--- config.mk ---
export PLATFORM = sky130hd
export DESIGN_NAME = mod_ctrl_seq
export DESIGN_NICKNAME = d
export VERILOG_FILES = /design/src/rtl/mod_ctrl_seq.sv
export SDC_FILE = /design/constraint.sdc
export NUM_CORES = 1
export LEC_CHECK = 0
export CAP_MARGIN = 0
export CORE_ASPECT_RATIO = 1.2
export CORE_MARGIN = 10
export CORE_UTILIZATION = 48
export CTS_BUF_LIST = sky130_fd_sc_hd__clkbuf_8
export CTS_CLUSTER_DIAMETER = 80
export DETAILED_ROUTE_END_ITERATION = 16
export PLACE_DENSITY = 0.73
export SETUP_SLACK_MARGIN = 0.05
export SLEW_MARGIN = 20
export SYNTH_ARGS = -nofsm -noshare
export SYNTH_HDL_FRONTEND = slang
export SYNTH_SLANG_ARGS = --single-unit
export TNS_END_PERCENT = 20
--- constraint.sdc ---
create_clock -name clk -period 15.8 [get_ports clk]
set_input_delay 3.16 -clock clk [delete_from_list [all_inputs] [get_ports clk]]
set_output_delay 3.16 -clock clk [all_outputs]
set_load 0.005 [all_outputs]
--- src/rtl/mod_ctrl_seq.sv ---
`default_nettype none
// ============================================================================
// mod_ctrl_seq -- shadow/active modulator control sequencer; commits on sample
// boundaries and flushes the datapath on structural changes.   Rev 1.0
// ============================================================================
module mod_ctrl_seq #(
  parameter int DIV   = 16,
  parameter int FLUSH = 32
) (
  input  logic        clk,
  input  logic        rst,
  input  logic        wr_en_i,
  input  logic [2:0]  wr_addr_i,
  input  logic [23:0] wr_data_i,
  input  logic        commit_i,
  output logic        val_smp_o,
  output logic [23:0] frec_mod_o,
  output logic [23:0] frec_por_o,
  output logic [15:0] im_am_o,
  output logic [15:0] im_fm_o,
  output logic        c_fm_am_o,
  output logic [1:0]  c_source_o,
  output logic        c_comp_dac_o,
  output logic        dp_rst_o,
  output logic        mute_o,
  output logic        busy_o,
  output logic        commit_drop_o
);

  localparam logic [1:0]  c_IDLE     = 2'd0;
  localparam logic [1:0]  c_WAIT_SMP = 2'd1;
  localparam logic [1:0]  c_APPLY    = 2'd2;
  localparam logic [1:0]  c_FLUSH    = 2'd3;
  localparam logic [15:0] c_DIV_LAST   = 16'(DIV - 1);
  localparam logic [7:0]  c_FLUSH_LAST = 8'(FLUSH - 1);

  logic [1:0]  state_q, state_d;
  logic [15:0] cnt_q, cnt_d;
  logic [7:0]  flush_cnt_q, flush_cnt_d;

  logic [23:0] sh_frec_mod_q, sh_frec_por_q;
  logic [15:0] sh_im_am_q, sh_im_fm_q;
  logic [3:0]  sh_ctrl_q;

  logic [23:0] act_frec_mod_q, act_frec_por_q;
  logic [15:0] act_im_am_q, act_im_fm_q;
  logic        act_fm_am_q;
  logic [1:0]  act_source_q;
  logic        act_comp_dac_q;

  logic        dp_rst_q, commit_drop_q;

  logic        w_val_smp;
  logic        w_struct_chg;
  logic        w_busy, w_mute, w_apply;

  assign cnt_d     = w_val_smp ? 16'd0 : cnt_q + 16'd1;
  assign w_val_smp = (cnt_q == c_DIV_LAST);

  // A change of modulation type or source invalidates the datapath history.
  assign w_struct_chg = (sh_ctrl_q[0] != act_fm_am_q) || (sh_ctrl_q[2:1] != act_source_q);

  always_ff @(posedge clk or posedge rst) begin
    if (rst) begin
      state_q     <= c_IDLE;
      cnt_q       <= 16'd0;
      flush_cnt_q <= 8'd0;
    end else begin
      state_q     <= state_d;
      cnt_q       <= cnt_d;
      flush_cnt_q <= flush_cnt_d;
    end
  end

  always_comb begin
    state_d     = state_q;
    flush_cnt_d = 8'd0;
    case (state_q)
      c_IDLE:     if (commit_i) state_d = c_WAIT_SMP;
      c_WAIT_SMP: if (w_val_smp) state_d = c_APPLY;
      c_APPLY:    state_d = w_struct_chg ? c_FLUSH : c_IDLE;
      c_FLUSH: begin
        flush_cnt_d = flush_cnt_q;
        if (w_val_smp) begin
          if (flush_cnt_q == c_FLUSH_LAST) begin
            state_d     = c_IDLE;
            flush_cnt_d = 8'd0;
          end else begin
            flush_cnt_d = flush_cnt_q + 8'd1;
          end
        end
      end
      default:    state_d = c_IDLE;
    endcase
  end

  always_comb begin
    w_busy  = (state_q != c_IDLE);
    w_mute  = (state_q == c_FLUSH);
    w_apply = (state_q == c_APPLY);
  end

  // Shadow writes land regardless of state; APPLY samples the pre-write value.
  always_ff @(posedge clk or posedge rst) begin
    if (rst) begin
      sh_frec_mod_q  <= 24'd0;
      sh_frec_por_q  <= 24'd0;
      sh_im_am_q     <= 16'd0;
      sh_im_fm_q     <= 16'd0;
      sh_ctrl_q      <= 4'd0;
      act_frec_mod_q <= 24'd0;
      act_frec_por_q <= 24'd0;
      act_im_am_q    <= 16'd0;
      act_im_fm_q    <= 16'd0;
      act_fm_am_q    <= 1'b0;
      act_source_q   <= 2'd0;
      act_comp_dac_q <= 1'b0;
      dp_rst_q       <= 1'b0;
      commit_drop_q  <= 1'b0;
    end else begin
      if (wr_en_i) begin
        case (wr_addr_i)
          3'd0:    sh_frec_mod_q <= wr_data_i;
          3'd1:    sh_frec_por_q <= wr_data_i;
          3'd2:    sh_im_am_q    <= wr_data_i[15:0];
          3'd3:    sh_im_fm_q    <= wr_data_i[15:0];
          3'd4:    sh_ctrl_q     <= wr_data_i[3:0];
          default: ;
        endcase
      end
      if (w_apply) begin
        act_frec_mod_q <= sh_frec_mod_q;
        act_frec_por_q <= sh_frec_por_q;
        act_im_am_q    <= sh_im_am_q;
        act_im_fm_q    <= sh_im_fm_q;
        act_fm_am_q    <= sh_ctrl_q[0];
        act_source_q   <= sh_ctrl_q[2:1];
        act_comp_dac_q <= sh_ctrl_q[3];
      end
      dp_rst_q      <= w_apply & w_struct_chg;
      commit_drop_q <= commit_i & w_busy;
    end
  end

  assign val_smp_o     = w_val_smp;
  assign frec_mod_o    = act_frec_mod_q;
  assign frec_por_o    = act_frec_por_q;
  assign im_am_o       = act_im_am_q;
  assign im_fm_o       = act_im_fm_q;
  assign c_fm_am_o     = act_fm_am_q;
  assign c_source_o    = act_source_q;
  assign c_comp_dac_o  = act_comp_dac_q;
  assign dp_rst_o      = dp_rst_q;
  assign mute_o        = w_mute;
  assign busy_o        = w_busy;
  assign commit_drop_o = commit_drop_q;

endmodule
`default_nettype wire

==> results by group <==
Pwr
  • Static Leak: 4.055 nW
  • Pwr/cell area: 144.0 nW/um2
  • Worst-case vdd ir drop: 0.00008237 V

Yosys
  • Unique masters post-synth: 35
  • Most instantiated cells after synthesis: dfrtp_1 (196), mux2_2 (168), nand2_1 (13), xnor2_1 (13), buf_2 (12)
  • Yosys Warn Count: 0
  • Mean Syn Cell Area: 15.53 um2
  • Most frequent cell after synthesis: dfrtp_1
  • Sequential fraction of the synthesis area: 0.6499
  • Synth Cell Area: 7547 um2
  • Mapped Nets: 519
  • Post-synth top flop: dfrtp_1
  • Area leader, netlist: dfrtp_1
  • Yosys top cell area share: 0.6499
  • Post-synth EDFFs: 0
  • Synth area leaders: dfrtp_1 (65%), mux2_2 (25%), xnor2_1 (1.5%)
  • Asr flop ratio synth: 1.000
  • Syn Inst Count: 486
  • FF+latch count, synth: 196

STA
  • Count of final setup violators: 0
  • RSZ-0062 raised after global routing: false
  • Slew headroom: 0.3140
  • Slew @ Worst Pin: 1.026 ns
  • Fmax: 0.1771 GHz
  • Clock Skew: 0.01485 ns
  • Final TNS setup: 0 ns
  • Tmin final: 5.647 ns
  • Final worst path period share: 0.3574
  • Fin. Hold Viols: 0
  • Final max-slew violation count: 0

Floorplan
  • Ports: 120
  • Area of the core: 15510 um2
  • Rows: 50
  • Initial core utilization: 0.4865
  • Die H: 157.4 um
  • Die width: 134.5 um
  • Die area: 21160 um2

Worst setup path
  • Nature of the critical path startpoint: flop
  • Critical-path maximum fanout: 17
  • Max stage delay on crit path: 0.55 ns
  • Max stage delay cell, worst path: clkdlybuf4s50_1
  • Crit path cell chain: ha_1 -> and3_1 -> nand4_2 -> clkinv_1 -> clkdlybuf4s50_1
  • CP endpoint kind: output pin
  • R2R setup slack: 13.68 ns
  • Worst EP required: 12.64 ns
  • Crit path DAT: 2.49 ns
  • Crit path kind: flop to output pin

Final layout
  • Diode count: 0
  • Layout area overhead: 24.06%
  • Post-route cell area: 9363 um2
  • Share of cells above drive strength 1: 0.3419
  • NumNets Final: 643
  • FILL cells: 1290
  • Final std cells w/o fill: 831

Global route
  • Total GRT Usage: 0.1512
  • First-pass GRT wire length: 25300 um
  • Vias in the first global route: 4765
  • Total grt overflow: 0
  • Pin count of the biggest net entering global routing: 124
  • GRT Max-Usage Layer: met2
  • Initial antenna violation count: 0
  • GR Util met1: 0.1771
  • Met3 GRT Util: 0.06250
  • M2 GR Usage: 0.2462

Clock network
  • CTS tree: yes
  • H-tree depth: 4
  • Clk Latency, worst-skew pair: 0.47 ns
  • Postcts setup bufs: 0
  • Clk buf depth: 2
  • CTS Hold Bufs: 0
  • Clk slew on worst S/H paths: 0.09 ns
  • Post_cts resized: 0
  • Clk sink count: 196
  • Total clock buffers created by CTS: 17
  • Root Driver: clkbuf_8

Route
  • Vias post-DR: 4351
  • Via density: 5.236
  • DR WL/cell: 18.63 um
  • Iter 0 DRT Violations: 295
  • Post-route DRC: 0
  • DRT Pass-1 Iters: 4
  • ANT nets after route: 0
  • Total Wirelength: 15480 um

Place
  • Cells after DPL: 799
  • Placed Area: 8967 um2
  • IO Port Bufs: 119
  • Placer Congestion: 0.7383
  • DP HPWL: 10830 um

Min path
  • Hold Crit Class: flop to flop

Job
  • Max cap viols: 0

Run status
  • Status: finished clean
-- placed cells by master (no fill, tap or decap), types with 4 or more instances in the layout --
master           count
nand3_1              8
clkdlybuf4s50_1    119
o21ai_0              4
mux2_2             168
nor2_1               8
clkbuf_8            20
nand2_1             13
and2_1               4
xor2_1               4
nand4_1              7
or3_1                4
dfrtp_1            196
a21oi_1              6
xnor2_1             13
-- per-stage QoR --
stage	util	hold WS (ns)	setup slack, ns	power [W]
after floorplan	-	0.4549	7.299	0.0008245
after global placement	0.5779	0.4724	10.35	0.001037
after detailed placement	0.5780	0.4905	10.44	0.001051
after CTS	0.6035	0.5118	10.10	0.001369
after global routing	0.6035	0.5247	9.951	0.001424
final	0.6035	0.5077	10.15	0.001348
-- where the power goes --
part,total [W],internal (W),leakage (nW),switching (W)
Combinational,0.000332,0.000234,1.43,0.0000988
Sequential,0.000699,0.000628,2.43,0.0000706
Clock,0.000317,0.000140,0.195,0.000177
-- flip-flops by register name, summed over array words and instances, names as in the netlist, 2 cells and up --
register	cells
c_source_o	2
frec_mod_o	24
sh_frec_mod_q	24
sh_frec_por_q	24
state_q	2
sh_im_am_q	16
sh_im_fm_q	16
flush_cnt_q	8
cnt_q	16
im_am_o	16
frec_por_o	24
sh_ctrl_q	4
im_fm_o	16
-- routing by layer --
layer	wire, um	vias to the layer above	share of wire
met4	224	0	0.014
met2	7680	100	0.50
met5	0	-	0
li1	-	1971	-
met1	6400	2259	0.41
met3	1173	21	0.076
-- kinds of logic (layout without fill, tap and decap cells) --
logic type	after synthesis	count (layout)	share of synthesized area
buffers and inverters	22	159	0.01293
xor gates and xnor gates	17	17	0.01973
adders and majority gates	2	2	0.003315
muxes	169	169	0.2520
and+or+nand+nor	63	63	0.04857
AOI/OAI and AO/OA	17	17	0.01359
DFF	196	196	0.6499
-- path summary, 6_finish.rpt --
| path | startpoint | endpoint | depth (start not counted) |
|---|---|---|---|
| min in group asynchronous | rst | sh_im_fm_q[1]$_DFFE_PP0P_ | 2 |
| max | cnt_q[0]$_DFF_PP0_ | val_smp_o | 5 |
| min reg2reg | sh_im_am_q[2]$_DFFE_PP0P_ | sh_im_am_q[2]$_DFFE_PP0P_ | 1 |
| max reg2reg | state_q[0]$_DFFE_PP0P_ | frec_mod_o[5]$_DFFE_PP0N_ | 3 |
| max in group asynchronous | rst | flush_cnt_q[3]$_DFFE_PP0P_ | 3 |
| min | sh_im_am_q[2]$_DFFE_PP0P_ | sh_im_am_q[2]$_DFFE_PP0P_ | 1 |
-- worst max-delay path: cells and delay by family (launching register included) --
family	cells	cell delay (ns)
simple gates	2	0.56
flops	1	0.40
buf+inv	2	0.86
fa+ha+maj	1	0.21
-- area by class of cell --
class / count / area (um2) / area share
Sequential cell: 196 / 4905 / 0.5239
Timing Repair Buffer: 122 / 1214 / 0.1296
Multi-Input combinational cell: 268 / 2562 / 0.2737
Clock buffer: 20 / 275.3 / 0.02940
Inverter: 5 / 26.28 / 0.002806
Tap cell: 208 / 260.3 / 0.02780
Clock inverter: 12 / 120.1 / 0.01283
Note: power is estimated with default switching activity, not from simulation.
